--- src/rtl/icon_tx_queue_if.sv ---
`default_nettype none
// ============================================================================
// Module   : icon_tx_queue_if
// Purpose  : Enqueue / TX-channel bundle between an ALU result port and icon.
// Revision : 1.0 - initial release
// ============================================================================
interface icon_tx_queue_if #(
    parameter int DATA_WIDTH = 16,
    parameter int NUM_EU     = 4,
    parameter int NUM_REG    = 16,
    parameter int DEPTH      = 4
);
    localparam int c_eu_w  = (NUM_EU  > 1) ? $clog2(NUM_EU)  : 1;
    localparam int c_reg_w = (NUM_REG > 1) ? $clog2(NUM_REG) : 1;
    localparam int c_cnt_w = $clog2(DEPTH + 1);

    logic                  enq_valid;
    logic                  enq_ready;
    logic [DATA_WIDTH-1:0] enq_data;
    logic [c_eu_w-1:0]     enq_eu_idx;
    logic [c_reg_w-1:0]    enq_reg_idx;
    logic                  enq_opx;
    logic                  tx_valid;
    logic [DATA_WIDTH-1:0] tx_data;
    logic [c_eu_w-1:0]     tx_eu_idx;
    logic [c_reg_w-1:0]    tx_reg_idx;
    logic                  tx_opx;
    logic                  rx_success;
    logic [c_cnt_w-1:0]    count;
    logic                  retry_stall;

    // master is the queue itself; slave is the ALU/interconnect side
    modport master (
        input  enq_valid, enq_data, enq_eu_idx, enq_reg_idx, enq_opx, rx_success,
        output enq_ready, tx_valid, tx_data, tx_eu_idx, tx_reg_idx, tx_opx,
               count, retry_stall
    );

    modport slave (
        output enq_valid, enq_data, enq_eu_idx, enq_reg_idx, enq_opx, rx_success,
        input  enq_ready, tx_valid, tx_data, tx_eu_idx, tx_reg_idx, tx_opx,
               count, retry_stall
    );
endinterface
`default_nettype wire

--- src/rtl/icon_tx_queue.sv ---
`default_nettype none
// ============================================================================
// Module   : icon_tx_queue
// Purpose  : Circular TX queue for results bound to foreign execution units,
//            with head retry until success and a saturating retry monitor.
// Revision : 1.0 - initial release
// ============================================================================
module icon_tx_queue #(
    parameter int DATA_WIDTH  = 16,
    parameter int NUM_EU      = 4,
    parameter int NUM_REG     = 16,
    parameter int DEPTH       = 4,   // >= 2, any value
    parameter int RETRY_LIMIT = 7    // >= 1
) (
    input  wire logic         clk,
    input  wire logic         reset,
    icon_tx_queue_if.master   bus
);
    localparam int c_eu_w  = (NUM_EU  > 1) ? $clog2(NUM_EU)  : 1;
    localparam int c_reg_w = (NUM_REG > 1) ? $clog2(NUM_REG) : 1;
    localparam int c_ent_w = DATA_WIDTH + c_eu_w + c_reg_w + 1;
    localparam int c_ptr_w = $clog2(DEPTH);
    localparam int c_cnt_w = $clog2(DEPTH + 1);
    localparam int c_rc_w  = $clog2(RETRY_LIMIT + 1);

    localparam logic [c_ptr_w-1:0] c_last_ptr  = c_ptr_w'(DEPTH - 1);
    localparam logic [c_cnt_w-1:0] c_depth_cnt = c_cnt_w'(DEPTH);
    localparam logic [c_rc_w-1:0]  c_retry_max = c_rc_w'(RETRY_LIMIT);

    logic [c_ent_w-1:0] r_mem [DEPTH];
    logic [c_ptr_w-1:0] r_rd_ptr;
    logic [c_ptr_w-1:0] r_wr_ptr;
    logic [c_cnt_w-1:0] r_count;
    logic [c_rc_w-1:0]  r_retry_cnt;

    logic               w_full;
    logic               w_tx_valid;
    logic               w_enq;
    logic               w_deq;
    logic [c_ent_w-1:0] w_head;

    // enq_ready depends only on registered occupancy, never on rx_success
    assign w_full     = (r_count == c_depth_cnt);
    assign w_tx_valid = (r_count != '0);
    assign w_enq      = bus.enq_valid && !w_full;
    assign w_deq      = w_tx_valid && bus.rx_success;

    always_comb begin
        w_head = '0;
        if (w_tx_valid) begin
            w_head = r_mem[r_rd_ptr];
        end
    end

    assign bus.enq_ready   = !w_full;
    assign bus.tx_valid    = w_tx_valid;
    assign {bus.tx_data, bus.tx_eu_idx, bus.tx_reg_idx, bus.tx_opx} = w_head;
    assign bus.count       = r_count;
    assign bus.retry_stall = (r_retry_cnt == c_retry_max);

    // Storage needs no reset: it is only observed through a valid head.
    always_ff @(posedge clk) begin
        if (!reset && w_enq) begin
            r_mem[r_wr_ptr] <= {bus.enq_data, bus.enq_eu_idx, bus.enq_reg_idx, bus.enq_opx};
        end
    end

    always_ff @(posedge clk) begin
        if (reset) begin
            r_rd_ptr    <= '0;
            r_wr_ptr    <= '0;
            r_count     <= '0;
            r_retry_cnt <= '0;
        end else begin
            if (w_enq) begin
                r_wr_ptr <= (r_wr_ptr == c_last_ptr) ? '0 : r_wr_ptr + 1'b1;
            end
            if (w_deq) begin
                r_rd_ptr <= (r_rd_ptr == c_last_ptr) ? '0 : r_rd_ptr + 1'b1;
            end

            if (w_enq && !w_deq) begin
                r_count <= r_count + 1'b1;
            end else if (w_deq && !w_enq) begin
                r_count <= r_count - 1'b1;
            end

            if (w_tx_valid && !bus.rx_success) begin
                if (r_retry_cnt != c_retry_max) begin
                    r_retry_cnt <= r_retry_cnt + 1'b1;
                end
            end else begin
                r_retry_cnt <= '0;
            end
        end
    end
endmodule
`default_nettype wire

--- src/flat_wrapper.sv ---
// flat-port wrapper written by rule: the top's interface ports become plain ports
module icon_tx_queue_flat 
#(
    parameter int DATA_WIDTH  = 16,
    parameter int NUM_EU      = 4,
    parameter int NUM_REG     = 16,
    parameter int DEPTH       = 4,                     
    parameter int RETRY_LIMIT = 7           
)
  (clk, reset, bus_enq_valid, bus_enq_data, bus_enq_eu_idx, bus_enq_reg_idx, bus_enq_opx, bus_rx_success, bus_enq_ready, bus_tx_valid, bus_tx_data, bus_tx_eu_idx, bus_tx_reg_idx, bus_tx_opx, bus_count, bus_retry_stall);
  icon_tx_queue_if #(.DATA_WIDTH(DATA_WIDTH), .NUM_EU(NUM_EU), .NUM_REG(NUM_REG), .DEPTH(DEPTH)) bus_i ();
  input  wire logic clk;
  input  wire logic reset;
  input wire logic [$bits(bus_i.enq_valid)-1:0] bus_enq_valid;
  input wire logic [$bits(bus_i.enq_data)-1:0] bus_enq_data;
  input wire logic [$bits(bus_i.enq_eu_idx)-1:0] bus_enq_eu_idx;
  input wire logic [$bits(bus_i.enq_reg_idx)-1:0] bus_enq_reg_idx;
  input wire logic [$bits(bus_i.enq_opx)-1:0] bus_enq_opx;
  input wire logic [$bits(bus_i.rx_success)-1:0] bus_rx_success;
  output wire logic [$bits(bus_i.enq_ready)-1:0] bus_enq_ready;
  output wire logic [$bits(bus_i.tx_valid)-1:0] bus_tx_valid;
  output wire logic [$bits(bus_i.tx_data)-1:0] bus_tx_data;
  output wire logic [$bits(bus_i.tx_eu_idx)-1:0] bus_tx_eu_idx;
  output wire logic [$bits(bus_i.tx_reg_idx)-1:0] bus_tx_reg_idx;
  output wire logic [$bits(bus_i.tx_opx)-1:0] bus_tx_opx;
  output wire logic [$bits(bus_i.count)-1:0] bus_count;
  output wire logic [$bits(bus_i.retry_stall)-1:0] bus_retry_stall;
  assign bus_i.enq_valid = bus_enq_valid;
  assign bus_i.enq_data = bus_enq_data;
  assign bus_i.enq_eu_idx = bus_enq_eu_idx;
  assign bus_i.enq_reg_idx = bus_enq_reg_idx;
  assign bus_i.enq_opx = bus_enq_opx;
  assign bus_i.rx_success = bus_rx_success;
  assign bus_enq_ready = bus_i.enq_ready;
  assign bus_tx_valid = bus_i.tx_valid;
  assign bus_tx_data = bus_i.tx_data;
  assign bus_tx_eu_idx = bus_i.tx_eu_idx;
  assign bus_tx_reg_idx = bus_i.tx_reg_idx;
  assign bus_tx_opx = bus_i.tx_opx;
  assign bus_count = bus_i.count;
  assign bus_retry_stall = bus_i.retry_stall;
  icon_tx_queue #(.DATA_WIDTH(DATA_WIDTH), .NUM_EU(NUM_EU), .NUM_REG(NUM_REG), .DEPTH(DEPTH), .RETRY_LIMIT(RETRY_LIMIT)) u_core (.clk(clk), .reset(reset), .bus(bus_i));
endmodule
--- config.mk ---
export PLATFORM = sky130hd
export DESIGN_NAME = icon_tx_queue_flat
export DESIGN_NICKNAME = d
export VERILOG_FILES = /design/src/rtl/icon_tx_queue_if.sv /design/src/rtl/icon_tx_queue.sv /design/src/flat_wrapper.sv
export SDC_FILE = /design/constraint.sdc
export NUM_CORES = 1
export LEC_CHECK = 0
export BUFFER_PORTS_ARGS = -buffer_cell sky130_fd_sc_hd__buf_2
export CORE_AREA = 2 2 96 134
export DETAILED_ROUTE_END_ITERATION = 8
export DIE_AREA = 0 0 98 136
export GPL_ROUTABILITY_DRIVEN = 0
export GPL_TIMING_DRIVEN = 0
export SLEW_MARGIN = 25
export SYNTH_ARGS = -nofsm -noshare
export SYNTH_HDL_FRONTEND = slang
export SYNTH_SLANG_ARGS = --single-unit
--- constraint.sdc ---
create_clock -name clk -period 8.4 [get_ports clk]
set_clock_uncertainty 0.2 [all_clocks]
set_input_delay 0.84 -clock clk [delete_from_list [all_inputs] [get_ports clk]]
set_output_delay 0.84 -clock clk [all_outputs]
set_load 0.02 [all_outputs]
# After elaboration in Yosys (flattened, before gate mapping)
# Memories as Yosys holds them, arrays and structs flattened. A register that Yosys moved wholly into a read port is not among the register bits.
# Index checks and enable logic that the tools add are counted.
[classes]
n_eq_ne = 5
n_bitwise = 1
n_reduce_logical = 14
mux = 9
n_addsub = 5
[ops]
columns = ["operator", "count"]
rows = [
  ["23-bit 2-to-1 mux", 1],
  ["2-bit 2-to-1 mux", 4],
  ["3-bit by 1-bit adder with 3-bit output (second input constant)", 2],
  ["3-bit == test (second input constant)", 2],
  ["1-bit logical AND", 6],
  ["3-bit 2-to-1 mux", 2],
  ["1-bit zero test", 5],
  ["2-bit by 1-bit adder with 2-bit output (second input constant)", 2],
  ["2-bit == test (second input constant)", 2],
  ["3-bit != test (second input constant)", 1],
  ["3-bit nonzero test", 1],
  ["3-bit by 1-bit subtractor with 3-bit output (second input constant)", 1],
  ["1-bit 2-to-1 mux", 2],
  ["2-bit nonzero test", 1],
  ["2-bit OR reduction", 1],
  ["1-bit inverter", 1],
]
[totals]
in_bits = 27
output_inout_bits = 29
mem_bits_rw = 92
n_memories = 1
regBits = 10
[memory_table]
columns = ["memory", "depth", "width", "read_ports", "rd_ports_with_merged_regs", "wr", "line_no", "rtl"]
rows = [
  ["u_core.r_mem", 4, 23, 1, 1, 1, "icon_tx_queue.sv:30", "logic [c_ent_w-1:0] r_mem [DEPTH];"],
]

# Depth between registers and ports, before layout
# Gate-level depths: netlist (run 1).
[depth]
word_depth = 7
depth_mapped = 10

# Worst setup path before layout (run 1)
# OpenSTA, ideal clock, no wires.
[synth_timing]
path_kind = "input to register"
from = "input reset"
to = "memory u_core.r_mem[0][0] (netlist bit), enable pin"
path_slack_ns = 4.952
required_time_ns = 7.763
arrival_ns = 2.811
cell_stages = 2
setup_time_ns = 0.437
path_buffers = 1
cell_sequence = "clkbuf_1 > nor3b_1"
[synth_between]
elab_chain_len = 4
[synth_lines]
columns = ["element", "line_no", "rtl"]
rows = [
  ["start, declared", "flat_wrapper.sv:13", "input wire logic reset;"],
  ["1-bit zero test", "icon_tx_queue.sv:63", "if (!reset && w_enq) begin"],
  ["1-bit logical AND", "icon_tx_queue.sv:63", ""],
  ["1-bit 2-to-1 mux", "icon_tx_queue.sv:63", ""],
  ["1-bit 2-to-1 mux (not written as such)", "icon_tx_queue.sv:64", "r_mem[r_wr_ptr] <= {bus.enq_data, bus.enq_eu_idx, bus.enq_reg_idx, bus.enq_opx};"],
  ["end, declared", "icon_tx_queue.sv:30", ""],
]
# Every way passes these cells.

# Worst setup path in the final report (run 1)
[layout_timing]
from = "register u_core.r_count[0], in the netlist u_core.bus.count[0]"
to = "output bus_tx_data[0]"
[layout_between]
elab_chain_len = 2
[layout_lines]
columns = ["element", "line_no", "rtl"]
rows = [
  ["start, declared", "icon_tx_queue.sv:33", "logic [c_cnt_w-1:0] r_count;"],
  ["start signal, assigned", "icon_tx_queue.sv:83", "r_count <= r_count + 1'b1;"],
  ["start signal, assigned", "icon_tx_queue.sv:85", "r_count <= r_count - 1'b1;"],
  ["3-bit nonzero test", "icon_tx_queue.sv:44", "assign w_tx_valid = (r_count != '0);"],
  ["23-bit 2-to-1 mux", "icon_tx_queue.sv:50", "if (w_tx_valid) begin"],
  ["end, declared", "flat_wrapper.sv:22", "output wire logic [$bits(bus_i.tx_data)-1:0] bus_tx_data;"],
]
# Every way passes these cells.

==> results.sh, run 1 <==
export IMPL_postPlaceCellArea_sq_um=4750
export IMPL_fin_crit_sh_pct=35.8
export IMPL_synth_top_cell_area_share_pct=66.6
export IMPL_r2r_end="u_core.bus.count[2]"
export IMPL_wl_per_cell_um=16.6
export IMPL_vias_per_cell=4.68
export IMPL_slew_headroom_pct=51.4
export IMPL_seqPwrFrac_pct=40.1
export IMPL_post_cts_repair_setup_buffers=0
export IMPL_outcome="complete, no violations"
export IMPL_regToRegSetupSlack_ns=5.95
export IMPL_place_hpwl_mm=5.16
export IMPL_grt_overflow_total=0
export IMPL_synth_nets=244
export IMPL_synth_fa_ha_area_share_pct=2.89
export IMPL_yosys_warnings=0
export IMPL_hold_buffers=0
export IMPL_synth_area_sq_um=4150
export IMPL_clock_sinks=104
export IMPL_vdd_drop_max_mv=0.149
export IMPL_postRouteAntennaNets=0
export IMPL_crit_type="flip-flop to output pin"
export IMPL_synth_top_family_by_area="multiplexers"
export IMPL_tightest_slew_ns=0.726
export IMPL_startpoint_type="flip-flop"
export IMPL_post_route_util_pct=41.6
export IMPL_htree_levels=3
export IMPL_core_area_sq_um=12200
export IMPL_cts_root_buf="clkbuf_16"
export IMPL_p_sw_mw=0.495
export IMPL_cts_buffers=9
export IMPL_drv_slew=0
export IMPL_synth_compound_area_share_pct=1.09
export IMPL_port_buffers=55
export IMPL_synth_top_cell_by_area="edfxtp_1"
export IMPL_required_ns=7.36
export IMPL_p_per_area_nw_per_um2=309
export IMPL_design_die_area_sq_um=13300
export IMPL_cts_buffer_depth=2
export IMPL_grt_setup_unrepaired="no"
export IMPL_vias=2065
export IMPL_grt_max_degree=19
export IMPL_drcViolationCount=0
export IMPL_fp_dieW_um=98
export IMPL_arrival_ns=1.97
export IMPL_track_usage_pct=11.4
export IMPL_antenna_found_initial=0
export IMPL_syn_to_final_growth_pct=22.3
export IMPL_ys_seq_elements=104
export IMPL_hp_start="u_core.r_retry_cnt[1]"
export IMPL_drt_initial_drc_count=93
export IMPL_drt_pass1_iter_count=4
export IMPL_whs_ns=0.308
export IMPL_critPathMaxFanout=10
export IMPL_nFillCells=1094
export IMPL_cts_tree="done"
export IMPL_cts_resized=0
export IMPL_p_int_mw=1.07
export IMPL_setup_viol=0
export IMPL_synthXorXnorAreaFrac_pct=0.633
export IMPL_hold_path_class="flip-flop to flip-flop"
export IMPL_switching_share_pct=31.6
export IMPL_fin_nets=322
export IMPL_insertion_delay_ns=0.34
export IMPL_worstRegToRegCells=10
export IMPL_num_rows=48
export IMPL_syn_inst=208
export IMPL_fmax_mhz=333
export IMPL_ios=56
export IMPL_final_cell_area_sq_um=5070
export IMPL_clk_pin_slew_ns=0.07
export IMPL_tns_ns=0
export IMPL_drive_above_1_share_pct=41.6
export IMPL_r2r_start="u_core.bus.count[0]"
export IMPL_synth_cell_types=28
export IMPL_leakage_nw=1.83
export IMPL_grt_pass1_wl_mm=11.2
export IMPL_netlist_top_cells_area="edfxtp_1, mux4_2, dfxtp_1"
export IMPL_startpoint="u_core.bus.count[0]"
export IMPL_end_kind="output pin"
export IMPL_yosysSeqAreaShare_pct=72.4
export IMPL_start_util_pct=34.0
export IMPL_drv_cap=0
export IMPL_p_clk_share_pct=28.4
export IMPL_fin_crit_ns=3.01
export IMPL_wl_mm=7.33
export IMPL_finalHoldViolCount=0
export IMPL_combPwrFrac_pct=31.6
export IMPL_syn_avg_cell_area_sq_um=20.0
export IMPL_synthMuxAreaShare_pct=13.7
export IMPL_yosys_area_share_simple_pct=6.87
export IMPL_dieHeight_um=136
export IMPL_diodes=0
export IMPL_grt_pass1_vias=2133
export IMPL_crit_end="bus_tx_data[0]"
per-layer routing:
metal	part of all wire (%)	track usage [%]	routed length [um]	vias to the layer above
met1	41	13.5	3010	1035
met4	2.4	5.63	178	0
met5	0	0	0	-
met2	52	19.9	3810	46
li1	-	-	-	973
met3	4.4	2.37	321	11
Yosys cell counts, drive strengths merged:
cell and count:
edfxtp 92, or3 3, buf 7, nor3b 5, a21oi 3, dfxtp 12
nor2 6, ha 8, inv 7, mux2i 4, nand2 2, fa 1
o21ai 2, nor2b 23, nor3 2, clkbuf 1, mux4 23, xor2 3
o31ai 2, nand3 2
how the worst min path moves through the flow:
stage / endpoint / slack (ns) / depth (start not counted)
3_5_place_dp: u_core.r_rd_ptr[0] / 0.29 / 2
4_1_cts: u_core.r_rd_ptr[0] / 0.31 / 2
2_1_floorplan: flip-flop / 0.26 / 2
5_1_grt: u_core.r_rd_ptr[0] / 0.35 / 2
3_3_place_gp: u_core.r_rd_ptr[0] / 0.28 / 2
6_report: u_core.r_retry_cnt[1] / 0.31 / 2
cell families after synthesis:
| group | count (synthesis) |
|---|---|
| simple gates | 43 |
| fa+ha+maj | 9 |
| mux | 27 |
| buf+inv | 15 |
| xor+xnor | 3 |
| flops | 104 |
| compound gates | 7 |
state kept, by name, summed over array words and instances, names as in the netlist, named ones only:
signal,cells
u_core.r_rd_ptr,2
u_core.bus.count,3
u_core.r_wr_ptr,2
u_core.r_retry_cnt,3
u_core.r_mem,92
critical path, stage by stage (launching register included):
cell	delay [ns]
dfxtp_1	0.40
nor3_2	0.55
buf_2	0.40
nor2b_1	0.10
buf_2	0.17
placed cells by master, fill, tap and decap left out:
cell,synthesis,final
clkbuf_1,1,1
nor2_1,6,6
nand2_1,1,1
ha_1,8,8
o31ai_2,1,1
buf_6,1,8
nor3_2,1,1
o31ai_1,1,1
nand2_2,1,1
nor2b_4,3,3
a21oi_1,3,3
edfxtp_1,92,92
nand3_1,2,2
nor3_1,1,1
clkbuf_16,0,9
buf_2,4,59
nor2b_1,20,20
buf_4,0,5
xor2_1,3,3
bufinv_16,0,2
mux4_1,3,3
dfxtp_1,12,12
inv_6,0,3
clkinv_2,0,1
mux4_2,20,20
nor3b_2,1,5
o21ai_0,2,2
clkinv_4,0,1
inv_1,7,7
buf_12,2,2
or3_1,3,3
mux2i_1,4,4
fa_1,1,1
metrics by stage:
step | setup slack [ns] | power (mW) | instances
floorplan | 4.95 | 0.982 | 208
global placement | 3.20 | 1.13 | 413
detailed placement | 5.44 | 1.15 | 425
CTS | 5.31 | 1.59 | 441
global route | 5.25 | 1.64 | 441
finish | 5.39 | 1.57 | 441
final cells by class:
cell class	count	area, sq um	area share (%)
plain buffers	8	75.1	1.48
clock buffers	9	225	4.44
clock inverters	7	100	1.97
well taps	150	188	3.70
repair buffers	67	392	7.72
flip-flops and latches	104	3000	59.2
multi-input cells	89	1070	21.0
inverters	7	26.3	0.518
power groups by stage:
stage	Clock [mW]	Combinational (mW)	Sequential (mW)
6_report	0.444	0.494	0.627
5_1_grt	0.473	0.534	0.633
4_1_cts	0.455	0.508	0.628
3_5_place_dp	0	0.507	0.639
3_3_place_gp	0	0.493	0.640
2_1_floorplan	0	0.339	0.643
No activity file was read; power rests on OpenSTA's default activity.
==> inputs of run 2 (changes only) <==
Clock period 8.4 ns to 2.6 ns, I/O delays scaled along.
==> results.sh, run 2 (synthesis results as in run 1) <==
export IMPL_grt_pass1_wl_mm=12.2
export IMPL_cts_buffer_depth=2
export IMPL_wl_mm=7.65
export IMPL_postRouteAntennaNets=0
export IMPL_cts_root_buf="clkbuf_16"
export IMPL_clk_pin_slew_ns=0.06
export IMPL_crit_chain="nor3_2, buf_2, nor2b_1, buf_2"
export IMPL_fin_crit_sh_pct=93.2
export IMPL_slew_headroom_pct=56.3
export IMPL_hold_path_class="input port to flip-flop"
export IMPL_layout_common_cells="edfxtp_1, buf_2, dlygate4sd3_1"
export IMPL_design_die_area_sq_um=13300
export IMPL_fp_dieW_um=98
export IMPL_dieHeight_um=136
export IMPL_largest_register="u_core.r_mem"
export IMPL_fmax_mhz=413
export IMPL_crit_type="flip-flop to output pin"
export IMPL_worstRegToRegCells=10
export IMPL_end_kind="output pin"
export IMPL_insertion_delay_ns=0.34
export IMPL_grt_pass1_vias=2312
export IMPL_setup_viol=0
export IMPL_vdd_drop_max_mv=0.589
export IMPL_core_area_sq_um=12200
export IMPL_dp_slack_ns=0.131
export IMPL_syn_to_final_growth_pct=28.0
export IMPL_tightest_slew_ns=0.651
export IMPL_drv_slew=0
export IMPL_fin_crit_ns=2.42
export IMPL_critPathMaxFanout=10
export IMPL_leakage_nw=1.93
export IMPL_outcome="complete, no violations"
export IMPL_setup_ws_ns=0.176
export IMPL_diodes=0
export IMPL_grt_setup_unrepaired="no"
export IMPL_grt_overflow_total=0
export IMPL_antenna_found_initial=0
export IMPL_vias_per_cell=4.66
export IMPL_arrival_ns=1.96
export IMPL_num_rows=48
export IMPL_cts_buffers=9
export IMPL_wl_per_cell_um=16.4
export IMPL_track_usage_pct=12.3
export IMPL_vias=2165
export IMPL_startpoint_type="flip-flop"
export IMPL_ios=56
export IMPL_drv_cap=0
export IMPL_drcViolationCount=0
export IMPL_clock_sinks=104
export IMPL_crit_path_frequent_cell="buf_2"
export IMPL_place_hpwl_mm=5.30
export IMPL_tns_ns=0
export IMPL_fin_nets=346
export IMPL_start_util_pct=34.0
export IMPL_drive_above_1_share_pct=38.4
export IMPL_cts_tree="done"
export IMPL_finalHoldViolCount=0
export IMPL_crit_path_max_incr_delay_ns=0.58
export IMPL_hold_depth=3
export IMPL_largest_reg_flops=92
export IMPL_drt_pass1_iter_count=4
export IMPL_cp_slowest_cell="nor3_2"
export IMPL_required_ns=2.14
export IMPL_port_buffers=55
export IMPL_p_total_mw=5.08
export IMPL_grt_max_degree=18
export IMPL_htree_levels=3
export IMPL_p_per_area_nw_per_um2=957
export IMPL_mostFrequentLayoutCell="edfxtp_1"
export IMPL_drt_initial_drc_count=97
## run 2: cell count changes in the layout (fill, tap and decap cells not counted), sizes merged
cell,change
buf,-1
clkinvlp,+1
dlygate4sd3,+25
inv,-2
clkinv,+1
## run 2: final cells by class
type | count | area, sq um
sequential | 104 | 3010
fill | 1112 | 6880
tap | 150 | 188
clock buffer | 9 | 225
timing repair buffer | 91 | 627
buffer | 8 | 75.1
multi-input combinational | 89 | 1070
clock inverter | 7 | 93.8
inverter | 7 | 26.3
## run 2: what timing repair did
action                     CTS  global route
hold buffers                25             0
hold endpoints to repair    93             0
resized for setup            0             2
setup endpoints to repair    0             2
setup buffers                0             0
## run 2: layer usage
layer	global-route usage (%)	routed length, um
met2	21.4	4110
met4	6.02	177
met5	0	0
met1	14.5	3080
met3	2.37	283
## run 2: where the power goes
part | switching (mW) | internal, mW | total (mW)
Clock | 0.564 | 0.843 | 1.41
Sequential | 0.0815 | 1.95 | 2.03
Combinational | 0.953 | 0.691 | 1.64
Total | 1.60 | 3.48 | 5.08
## run 2: worst max-delay path: cells and delay by family, from the launching register on
| family | cells | cell delay (ns) |
|---|---|---|
| and+or+nand+nor | 2 | 0.69 |
| buffers and inverters | 2 | 0.57 |
| DFF | 1 | 0.36 |
## run 2: final timing paths
check / start / to / slack [ns]
min: bus_enq_valid / u_core.r_wr_ptr[1] / 0.01
max: u_core.bus.count[2] / bus_tx_data[8] / 0.18
max reg2reg: u_core.bus.count[2] / u_core.bus.count[2] / 0.20
min reg2reg: u_core.r_rd_ptr[0] / flip-flop / 0.31
## run 2: per-stage QoR
stage	std cells	hold slack (ns)	util, %	area [sq um]
2_1_floorplan	208	0.159	-	4160
3_3_place_gp	413	0.270	37.9	4620
3_5_place_dp	424	0.279	38.9	4740
4_1_cts	465	0.00200	43.6	5310
5_1_grt	465	0.0364	43.6	5310
6_report	465	0.0129	43.6	5310
==> inputs of run 3 (changes only) <==
Settings changed: CORE_AREA 2 2 96 134 to 2 2 80 112, DIE_AREA 0 0 98 136 to 0 0 82 114, PLACE_DENSITY set to 0.73.
==> results.sh, run 3 (synthesis results as in run 1) <==
export IMPL_outcome="complete, no violations"
export IMPL_r2r_end="u_core.bus.count[2]"
export IMPL_drt_pass1_iter_count=4
export IMPL_diodes=0
export IMPL_leakage_nw=1.91
export IMPL_antenna_found_initial=0
export IMPL_postRouteAntennaNets=0
export IMPL_hold_depth=3
export IMPL_fin_crit_sh_pct=93.4
export IMPL_mostFrequentLayoutCell="edfxtp_1"
export IMPL_fin_cells=420
export IMPL_crit_type="flip-flop to output pin"
export IMPL_required_ns=2.14
export IMPL_postPlaceCellArea_sq_um=4690
export IMPL_critPathMaxFanout=10
export IMPL_min_to="u_core.r_retry_cnt[1]"
export IMPL_regToRegSetupSlack_ns=0.19
export IMPL_slew_headroom_pct=52.1
export IMPL_setup_ws_ns=0.171
export IMPL_track_usage_pct=16.2
export IMPL_cts_buffer_depth=2
export IMPL_final_cell_area_sq_um=5230
export IMPL_startpoint_type="flip-flop"
export IMPL_r2r_start="u_core.bus.count[2]"
export IMPL_start_util_pct=49.4
export IMPL_end_kind="output pin"
export IMPL_arrival_ns=1.97
export IMPL_fp_dieW_um=82
export IMPL_post_cts_repair_setup_buffers=0
export IMPL_largest_register="u_core.r_mem"
export IMPL_clock_sinks=104
export IMPL_drive_above_1_share_pct=37.8
export IMPL_design_die_area_sq_um=9350
export IMPL_num_rows=40
export IMPL_place_hpwl_mm=4.69
export IMPL_ios=56
export IMPL_insertion_delay_ns=0.34
export IMPL_core_area_sq_um=8410
export IMPL_worstRegToRegCells=10
export IMPL_finalHoldViolCount=0
export IMPL_fin_crit_ns=2.43
export IMPL_drcViolationCount=0
export IMPL_port_buffers=55
export IMPL_fin_nets=347
export IMPL_placed_cells=379
export IMPL_vias=2195
export IMPL_layout_common_cells="edfxtp_1, buf_2, dlygate4sd3_1"
export IMPL_cts_buffers=9
export IMPL_dieHeight_um=114
export IMPL_vias_per_cell=5.23
export IMPL_grt_pass1_wl_mm=10.9
export IMPL_cts_root_buf="clkbuf_16"
export IMPL_dp_slack_ns=0.115
export IMPL_htree_levels=3
export IMPL_fmax_mhz=412
export IMPL_tns_ns=0
export IMPL_clk_pin_slew_ns=0.06
export IMPL_drt_initial_drc_count=110
export IMPL_largest_reg_flops=92
export IMPL_cts_tree="done"
export IMPL_drv_cap=0
export IMPL_grt_max_degree=17
export IMPL_grt_overflow_total=0
export IMPL_grt_pass1_vias=2258
export IMPL_wl_mm=7.06
export IMPL_whs_ns=0.0915
export IMPL_drv_slew=0
export IMPL_tightest_slew_ns=0.716
export IMPL_vdd_drop_max_mv=0.697
export IMPL_hold_path_class="input port to flip-flop"
export IMPL_syn_to_final_growth_pct=26.0
export IMPL_hp_start="bus_rx_success"
export IMPL_p_per_area_nw_per_um2=929
export IMPL_setup_viol=0
export IMPL_wl_per_cell_um=16.8
-- run 3: cell types whose count changed in the layout (fill, tap and decap cells not counted), sizes merged --
cell	change
bufinv	-2
clkinvlp	+1
dlygate4sd3	+1
-- run 3: what timing repair did --
| action | CTS | global route |
|---|---|---|
| hold buffers | 26 | 0 |
| endpoints found under the hold margin | 94 | 0 |
| endpoints found under the setup margin | 0 | 7 |
| gates resized for setup | 0 | 4 |
-- run 3: worst max-delay path by stage --
stage / start / end / cells after the start / slack [ns]
4_1_cts: reset / u_core.r_mem[2][8] / 7 / 0.05
5_1_grt: u_core.bus.count[2] / u_core.bus.count[2] / 10 / -0.02
3_5_place_dp: u_core.bus.count[0] / u_core.r_mem[2][4] / 7 / 0.11
2_1_floorplan: u_core.bus.count[0] / u_core.r_mem[0][0] / 4 / -0.81
6_report: u_core.bus.count[2] / bus_tx_data[7] / 4 / 0.17
3_3_place_gp: u_core.bus.count[0] / u_core.r_mem[0][4] / 4 / -1.88
-- run 3: where the power goes --
group / leakage (nW) / internal (mW) / switching, mW / total, mW
clock: 0.123 / 0.638 / 0.555 / 1.19
combinational: 0.854 / 0.694 / 0.943 / 1.64
sequential: 0.934 / 1.95 / 0.0783 / 2.03
total: 1.91 / 3.28 / 1.58 / 4.86
-- run 3: critical path, cell delays in order, from the launching register on --
cell     delay [ns]
dfxtp_1        0.36
nor3_2         0.60
buf_2          0.39
nor2b_1        0.10
buf_2          0.17
-- run 3: final cells by class --
class	count	area, sq um
clock inverter	6	36.3
buffer	8	75.1
inverter	7	26.3
timing repair buffer	92	644
tap	105	131
clock buffer	9	225
sequential	104	3010
fill	633	3180
multi-input combinational	89	1080
-- run 3: stage by stage --
step	utilization (%)	power, mW
floorplan	-	3.17
global placement	54.3	3.61
detailed placement	55.8	3.67
CTS	62.0	4.89
global route	62.2	5.09
finish	62.2	4.86
-- run 3: metal layers --
layer | GRT usage, % | share of wire (%) | up-vias
met5 | 0 | 0 | -
met4 | 7.89 | 2.5 | 0
li1 | - | - | 1020
met1 | 19.3 | 40 | 1099
met2 | 27.4 | 53 | 60
met3 | 3.40 | 4.3 | 16
